File: src/rtl/engine_cmd_router.sv
// Command router: steers ingress packets to engines by ID field,
// merges engine responses back with packet-level round-robin.
module engine_cmd_router #(
  parameter int NUM_ENG     = 4,
  parameter int DAT_BYTS    = 8,
  parameter int ENG_SEL_LSB = 24,
  parameter int ENG_BITS    = $clog2(NUM_ENG),
  localparam int DAT_BITS   = DAT_BYTS * 8
) (
  input  logic                        i_clk,
  input  logic                        i_rst,
  input  logic [DAT_BITS-1:0]         i_rx_dat,
  input  logic                        i_rx_val,
  input  logic                        i_rx_sop,
  input  logic                        i_rx_eop,
  output logic                        o_rx_rdy,
  input  logic [NUM_ENG-1:0]          i_eng_enb,
  output logic [DAT_BITS-1:0]         o_eng_dat,
  output logic                        o_eng_sop,
  output logic                        o_eng_eop,
  output logic [NUM_ENG-1:0]          o_eng_val,
  input  logic [NUM_ENG-1:0]          i_eng_rdy,
  input  logic [NUM_ENG*DAT_BITS-1:0] i_rsp_dat,
  input  logic [NUM_ENG-1:0]          i_rsp_val,
  input  logic [NUM_ENG-1:0]          i_rsp_sop,
  input  logic [NUM_ENG-1:0]          i_rsp_eop,
  output logic [NUM_ENG-1:0]          o_rsp_rdy,
  output logic [DAT_BITS-1:0]         o_tx_dat,
  output logic                        o_tx_val,
  output logic                        o_tx_sop,
  output logic                        o_tx_eop,
  input  logic                        i_tx_rdy,
  output logic [15:0]                 o_drop_cnt,
  output logic                        o_drop_pls
);

  localparam logic [1:0] IDLE = 2'd0;
  localparam logic [1:0] FWD  = 2'd1;
  localparam logic [1:0] DROP = 2'd2;

  localparam logic [0:0] ARB  = 1'b0;
  localparam logic [0:0] LOCK = 1'b1;

  localparam logic [7:0] NUM_ENG8 = 8'(NUM_ENG);

  logic [1:0]          ist_q, ist_d;
  logic [ENG_BITS-1:0] sel_q, sel_d;
  logic [15:0]         cnt_q;
  logic                pls_q;

  logic [7:0]          id;
  logic [ENG_BITS-1:0] eid;
  logic                id_ok;
  logic [ENG_BITS-1:0] cur;
  logic                fwd;
  logic                rdy;
  logic                drop_evt;

  assign id    = i_rx_dat[ENG_SEL_LSB +: 8];
  assign eid   = id[ENG_BITS-1:0];
  assign id_ok = (id < NUM_ENG8) && i_eng_enb[eid];

  always_comb begin
    ist_d    = ist_q;
    sel_d    = sel_q;
    cur      = sel_q;
    fwd      = 1'b0;
    rdy      = 1'b0;
    drop_evt = 1'b0;
    unique case (ist_q)
      IDLE: begin
        if (i_rx_val) begin
          if (i_rx_sop && id_ok) begin
            cur = eid;
            fwd = 1'b1;
            rdy = i_eng_rdy[eid];
            if (rdy) begin
              sel_d = eid;
              if (!i_rx_eop) ist_d = FWD;
            end
          end else begin
            // bad ID, disabled engine, or stray beat: swallow it
            rdy      = 1'b1;
            drop_evt = 1'b1;
            if (i_rx_sop && !i_rx_eop) ist_d = DROP;
          end
        end
      end
      FWD: begin
        fwd = 1'b1;
        rdy = i_eng_rdy[sel_q];
        if (i_rx_val && rdy && i_rx_eop) ist_d = IDLE;
      end
      DROP: begin
        rdy = 1'b1;
        if (i_rx_val && i_rx_eop) ist_d = IDLE;
      end
      default: ist_d = IDLE;
    endcase
  end

  assign o_rx_rdy  = rdy;
  assign o_eng_dat = i_rx_dat;
  assign o_eng_sop = i_rx_sop;
  assign o_eng_eop = i_rx_eop;

  always_comb begin
    o_eng_val = '0;
    for (int k = 0; k < NUM_ENG; k++) begin
      o_eng_val[k] = fwd && i_rx_val && (cur == ENG_BITS'(k));
    end
  end

  always_ff @(posedge i_clk or posedge i_rst) begin
    if (i_rst) begin
      ist_q <= IDLE;
      sel_q <= '0;
      cnt_q <= '0;
      pls_q <= 1'b0;
    end else begin
      ist_q <= ist_d;
      sel_q <= sel_d;
      pls_q <= drop_evt;
      if (drop_evt && cnt_q != 16'hFFFF) cnt_q <= cnt_q + 16'd1;
    end
  end

  assign o_drop_cnt = cnt_q;
  assign o_drop_pls = pls_q;

  logic [0:0]          est_q, est_d;
  logic [ENG_BITS-1:0] ptr_q, ptr_d;
  logic [ENG_BITS-1:0] gnt_q, gnt_d;
  logic                cand;
  logic [ENG_BITS-1:0] cidx;
  logic [ENG_BITS-1:0] g;
  logic [ENG_BITS-1:0] nxt;
  logic                act;
  logic                tx_xfer;

  // first sop-valid engine at or after ptr, wrapping
  always_comb begin
    int j;
    cand = 1'b0;
    cidx = '0;
    j    = 0;
    for (int i = 0; i < NUM_ENG; i++) begin
      j = int'(ptr_q) + i;
      if (j >= NUM_ENG) j = j - NUM_ENG;
      if (!cand && i_rsp_val[j] && i_rsp_sop[j]) begin
        cand = 1'b1;
        cidx = ENG_BITS'(j);
      end
    end
  end

  assign g   = (est_q == LOCK) ? gnt_q : cidx;
  assign act = (est_q == LOCK) || cand;
  assign nxt = (g == ENG_BITS'(NUM_ENG - 1)) ? '0 : g + 1'b1;

  always_comb begin
    o_tx_dat  = '0;
    o_tx_val  = 1'b0;
    o_tx_sop  = 1'b0;
    o_tx_eop  = 1'b0;
    o_rsp_rdy = '0;
    for (int k = 0; k < NUM_ENG; k++) begin
      if (act && g == ENG_BITS'(k)) begin
        o_tx_dat     = i_rsp_dat[k*DAT_BITS +: DAT_BITS];
        o_tx_val     = i_rsp_val[k];
        o_tx_sop     = i_rsp_sop[k];
        o_tx_eop     = i_rsp_eop[k];
        o_rsp_rdy[k] = i_tx_rdy;
      end
    end
  end

  assign tx_xfer = o_tx_val && i_tx_rdy;

  always_comb begin
    est_d = est_q;
    ptr_d = ptr_q;
    gnt_d = gnt_q;
    if (tx_xfer) begin
      if (o_tx_eop) begin
        ptr_d = nxt;
        est_d = ARB;
      end else if (est_q == ARB) begin
        gnt_d = g;
        est_d = LOCK;
      end
    end
  end

  always_ff @(posedge i_clk or posedge i_rst) begin
    if (i_rst) begin
      est_q <= ARB;
      ptr_q <= '0;
      gnt_q <= '0;
    end else begin
      est_q <= est_d;
      ptr_q <= ptr_d;
      gnt_q <= gnt_d;
    end
  end

endmodule

File: config.mk
export PLATFORM = sky130hd
export DESIGN_NAME = engine_cmd_router
export DESIGN_NICKNAME = d
export VERILOG_FILES = /design/src/rtl/engine_cmd_router.sv
export SDC_FILE = /design/constraint.sdc
export NUM_CORES = 1
export LEC_CHECK = 0
export CAP_MARGIN = 20
export CORE_AREA = 2 2 194 196
export CTS_CLUSTER_DIAMETER = 200
export DETAILED_ROUTE_END_ITERATION = 8
export DIE_AREA = 0 0 196 198
export GPL_ROUTABILITY_DRIVEN = 0
export PLACE_DENSITY_LB_ADDON = 0.25
export SYNTH_ARGS = -nofsm -noshare
export SYNTH_HDL_FRONTEND = slang
export SYNTH_SLANG_ARGS = --single-unit
File: constraint.sdc
create_clock -name i_clk -period 3.96 [get_ports i_clk]
set_clock_uncertainty 0.2 [all_clocks]
set_input_delay 0.792 -clock i_clk [delete_from_list [all_inputs] [get_ports i_clk]]
set_output_delay 0.792 -clock i_clk [all_outputs]
set_load 0.01 [all_outputs]
# == Word level (Yosys, flattened, before mapping) ==
# Index checks and enable logic that the tools add are counted.
# word_totals
regBits,26
out_inout_bits,159
# classes
addsub,9
order_cmp,11
n_eq_ne,15
mux,85
bitwise,2
reduce_logical,36
# op_table
op,n
$mux 64,4
$lt 32x4->1 const B,4
$mux 32,4
$mux 1,47
$mux 2,16
$logic_and 1x1->1,24
$bmux 1 s2,11
$add 16x1->16 const B,1
$ne 16x16->1 const B,1
$sub 3x3->4 const B,3
$eq 2x2->1 const B,5
$ge 3x3->1 const B,3
$ne 3x3->1 const B,3
$lt 8x3->1 const B,1
$add 2x2->3 const B,2
$eq 2x1->1 const B,3
$logic_not 2->1,3
$lt 2x3->1 const B,2
$ne 2x2->1 const B,3
$pmux 2 s3,1
$reduce_and 6->1,1
$logic_not 1->1,4
$reduce_and 4->1,1
$sub 2x3->4 const B,1
other kinds (9),10

# == Logic depth before layout (Yosys ltp) ==
# depth
word_depth,28
depth_mapped,15
depth_no_buf,11

# == Worst setup path before layout ==
# Ideal clock, no wire load.
# synth_timing
path_type,input to output
start,in i_rsp_sop[0]
end,out o_tx_dat[34]
arrival_time_ps,3123
t_required_ps,2968
path_slack_ps,-155
cell_stages,10
path_buffers,3
cell_sequence,a32o_1 -> a21oi_1 -> o22ai_1 -> o21ai_0 -> ha_1 -> clkbuf_1 -> clkbuf_1 -> buf_1 -> mux2i_1 -> nor2_1
# synth_via
elab_chain_len,24
word_cells_on_any_way,44
cone_classes,3 x eq/ne; 25 x mux; 16 x reduce/logical
# synth_rtl
item,line,source
start: declaration,25,"input logic [NUM_ENG-1:0] i_rsp_sop,"
$bmux 1 s2,150,if (!cand && i_rsp_val[j] && i_rsp_sop[j]) begin
$mux 1 (not written as such) (2 in a row),150,
$logic_and 1x1->1,150,
$mux 1,150,
$logic_not 1->1,150,
$logic_and 1x1->1 (2 in a row),150,
$mux 1,150,
$logic_not 1->1,150,
[... 4 more ...],n/a,
$logic_and 1x1->1 (2 in a row),150,
$mux 2 (*),150,
$mux 2 (*),157,assign g = (est_q == LOCK) ? gnt_q : cidx;
named net g[1],136,logic [ENG_BITS-1:0] g;
$logic_not 2->1,168,if (act && g == ENG_BITS'(k)) begin
$logic_and 1x1->1,168,
$mux 64 (3 in a row),168,
$mux 64 (*),168,
end: declaration,28,"output logic [DAT_BITS-1:0] o_tx_dat,"
# The timed path passes the listed nets; every way through them passes the cells marked *. The select of a mux whose other input is x is not followed.

# == Final worst setup path ==
# layout_timing
start,in i_rsp_sop[0]
end,out o_tx_dat[2]
# Same word-level chain as after synthesis.

==> metrics.txt <==
Data required, critical path 2.97 ns; unrepaired setup endpoints after global routing true; Max FO, Critical Path 15; Syn Inst Count 687; number of buffers created by CTS 3; reg2reg end gnt_q[0]; number of flops mapped to enable cells by yosys 0; largest net degree at the start of global routing 38; H-tree Lvls 1; CP cell instances buf_8 > a32o_2 > a21oi_4 > o22ai_4 > o21ai_2 > inv_2 > buf_6 > ha_4 > buf_12 > and3b_1 > a21oi_2 > o21ai_1 > mux2i_2 > nor2_1 > buf_4 > buf_2; Max clock buf depth 2; yosys warns 0; CP peak stage delay 0.28 ns; synthesized cell area 4800 um2; startpoint types input pin; Vias/cell 4.10; worst slew pin tran 0.571 ns; Final Cell Area 10700 um2; Synth top area share 0.138; clk_lat worst skew 0.27 ns; sequential area share after synthesis 0.135; antenna violations before repair 1; IO buf count 392; Max Cap Viol 0; Worst Hold Depth 1; delay-heaviest family, CP compound AO/OA/AOI/OAI gates; Setup Crit Path Kind input pin to output port; TritonCTS clock tree yes; CP max stage cell a32o_2; 1st-pass router iterations 4; GR Overflow Total 0; FMAX 251 MHz; vias in the first global route between 6000 and 7000; setup ws final -0.0235 ns; synth top area cells mux2i_1, dfrtp_1, and3b_1; WP data arrival 2.99 ns; Area after DPL 9480 um2; CTS sink count 26; register bit total from synthesis 26; Post-synth ARST share 1.00; via count roughly 6500; Final Hold Fails 0; hold worst-path end o_drop_cnt[11]; Post-Syn Area per Cell 6.99 um2; Initial DRC Count 208; WL per Instance around 19 um; Worst R2R Start ptr_q[0]; initial core utilization 0.130; Worst Hold Class register to register; Crit path depth 16; crit path time final between 3 and 4 ns; Inst Count DP 1513; Mapped Nets 1038; P_leak ~0.0045 uW; top-count cell post-synth nand2_1; Non-Filler Instances between 1500 and 2000; Die X roughly 200 um; r2r setup slk 0.34 ns; half-perimeter wire length after placement roughly 22 mm; Die Area around 39000 um2; Post-route DRC 0; Netlist cell types 50; Fillers ~4000; Core Area 37000 um2; Synth area leader mux2i_1; fin. max-slew vios 0; DIE HEIGHT 198 um; Worst R2R Path Depth 15; I/O pin total 505; CTS clk-pin slew, worst paths around 0.070 ns; Hold Path Origin o_drop_cnt[11]; status complete, but fails checks; final net count roughly 1500; Power Dens Cells 654 nW/um2; root buffer cell clkbuf_16; Synth top cells by count nand2_1, nor2_1, a21oi_1; synthesis-to-finish area growth 124%; Routed Antenna Nets 0; ys flop type dfrtp_1; total detailed-routing wirelength approximately 30 mm; Setup Viol. Count Final 1; share of cells above drive strength 1 0.305; Rows 71; critical path endpoint category output port; first-pass GRT wire length 40.8 mm; failing checks negative setup slack; CP bufs+invs 6; Total GRT Usage 0.138; Final period util 1.01; Worst VDD drop 248 uV; Worst slew margin 0.619
## where the power goes
group	internal (uW)	total [uW]	switching, uW	leakage [uW]
logic	3330	6310	2980	0.00413
clock network	202	305	104	0.0000511
registers	327	409	81.1	0.000326
total	3860	7020	3170	0.00451
## how the worst max path moves through the flow
stage	start	to	slack [ns]
6_report	i_rsp_sop[0]	o_tx_dat[2]	-0.02
5_1_grt	i_rsp_sop[0]	o_tx_dat[48]	-0.13
4_1_cts	i_rsp_sop[0]	o_tx_dat[32]	-0.07
3_5_place_dp	i_rsp_sop[1]	o_tx_eop	-0.90
3_3_place_gp	i_rsp_sop[0]	o_tx_dat[26]	-0.87
2_1_floorplan	i_rsp_sop[0]	o_tx_dat[34]	-0.05
## timing repair
action                     in CTS  in global routing
gates cloned                   16                  5
pin swaps                      51                 91
setup endpoints to repair      80                 76
buffers inserted               35                 17
hold buffers                    0                  0
resized for setup             436                124
## layout by cell type (no fill, tap or decap), drive strengths merged, types with 6 or more instances in the layout
cell type      count
a21oi             73
and3b             69
buf              216
clkbuf             9
clkdlybuf4s50    310
dfrtp             26
inv               10
mux2               8
mux2i             66
nand2             81
nand3              6
nor2              80
o21ai             71
xor2              10
## cell families (layout without fill, tap and decap cells)
group,Yosys count,in the layout,synth area share
other cells,0,1,0
simple gates,267,267,0.307
buf+inv,133,553,0.159
compound gates,163,163,0.183
xor+xnor,15,15,0.0274
fa+ha+maj,5,5,0.0130
mux,78,78,0.176
flops,26,26,0.135
## final cells by class
cell class,count,area (um2),area share
Tap cell,474,593,0.0552
Sequential cell,26,651,0.0606
Antenna cell,1,2.50,0.000233
Clock buffer,3,75.1,0.00699
Inverter,10,37.5,0.00350
Clock inverter,1,30.0,0.00280
Timing Repair Buffer,539,5520,0.514
Multi-Input combinational cell,528,3830,0.356
## through the flow
stage	TNS [ns]	total power [uW]	utilization	worst slack, ns	hold slack (ns)
floorplan	-0.830	2850	-	-0.0474	0.264
global placement	-55.17	5640	0.256	-0.869	0.282
detailed placement	-55.51	5650	0.256	-0.904	0.291
CTS	-0.802	6710	0.278	-0.0734	0.301
global route	-3.25	7570	0.290	-0.128	0.316
finish	-0.0235	7020	0.290	-0.0235	0.292
## sequential cells by signal, summed over array words and instances (netlist names)
register,cells
ist_q,2
o_drop_pls,1
est_q,1
gnt_q,2
o_drop_cnt,16
ptr_q,2
sel_q,2
## layer usage
metal	share of wire	GRT usage	vias up
met5	0	0	-
met4	0.018	0.0241	0
met3	0.077	0.0404	31
met2	0.49	0.244	271
met1	0.42	0.167	2994
li1	-	-	3193
No activity file was read; power rests on OpenSTA's default activity.
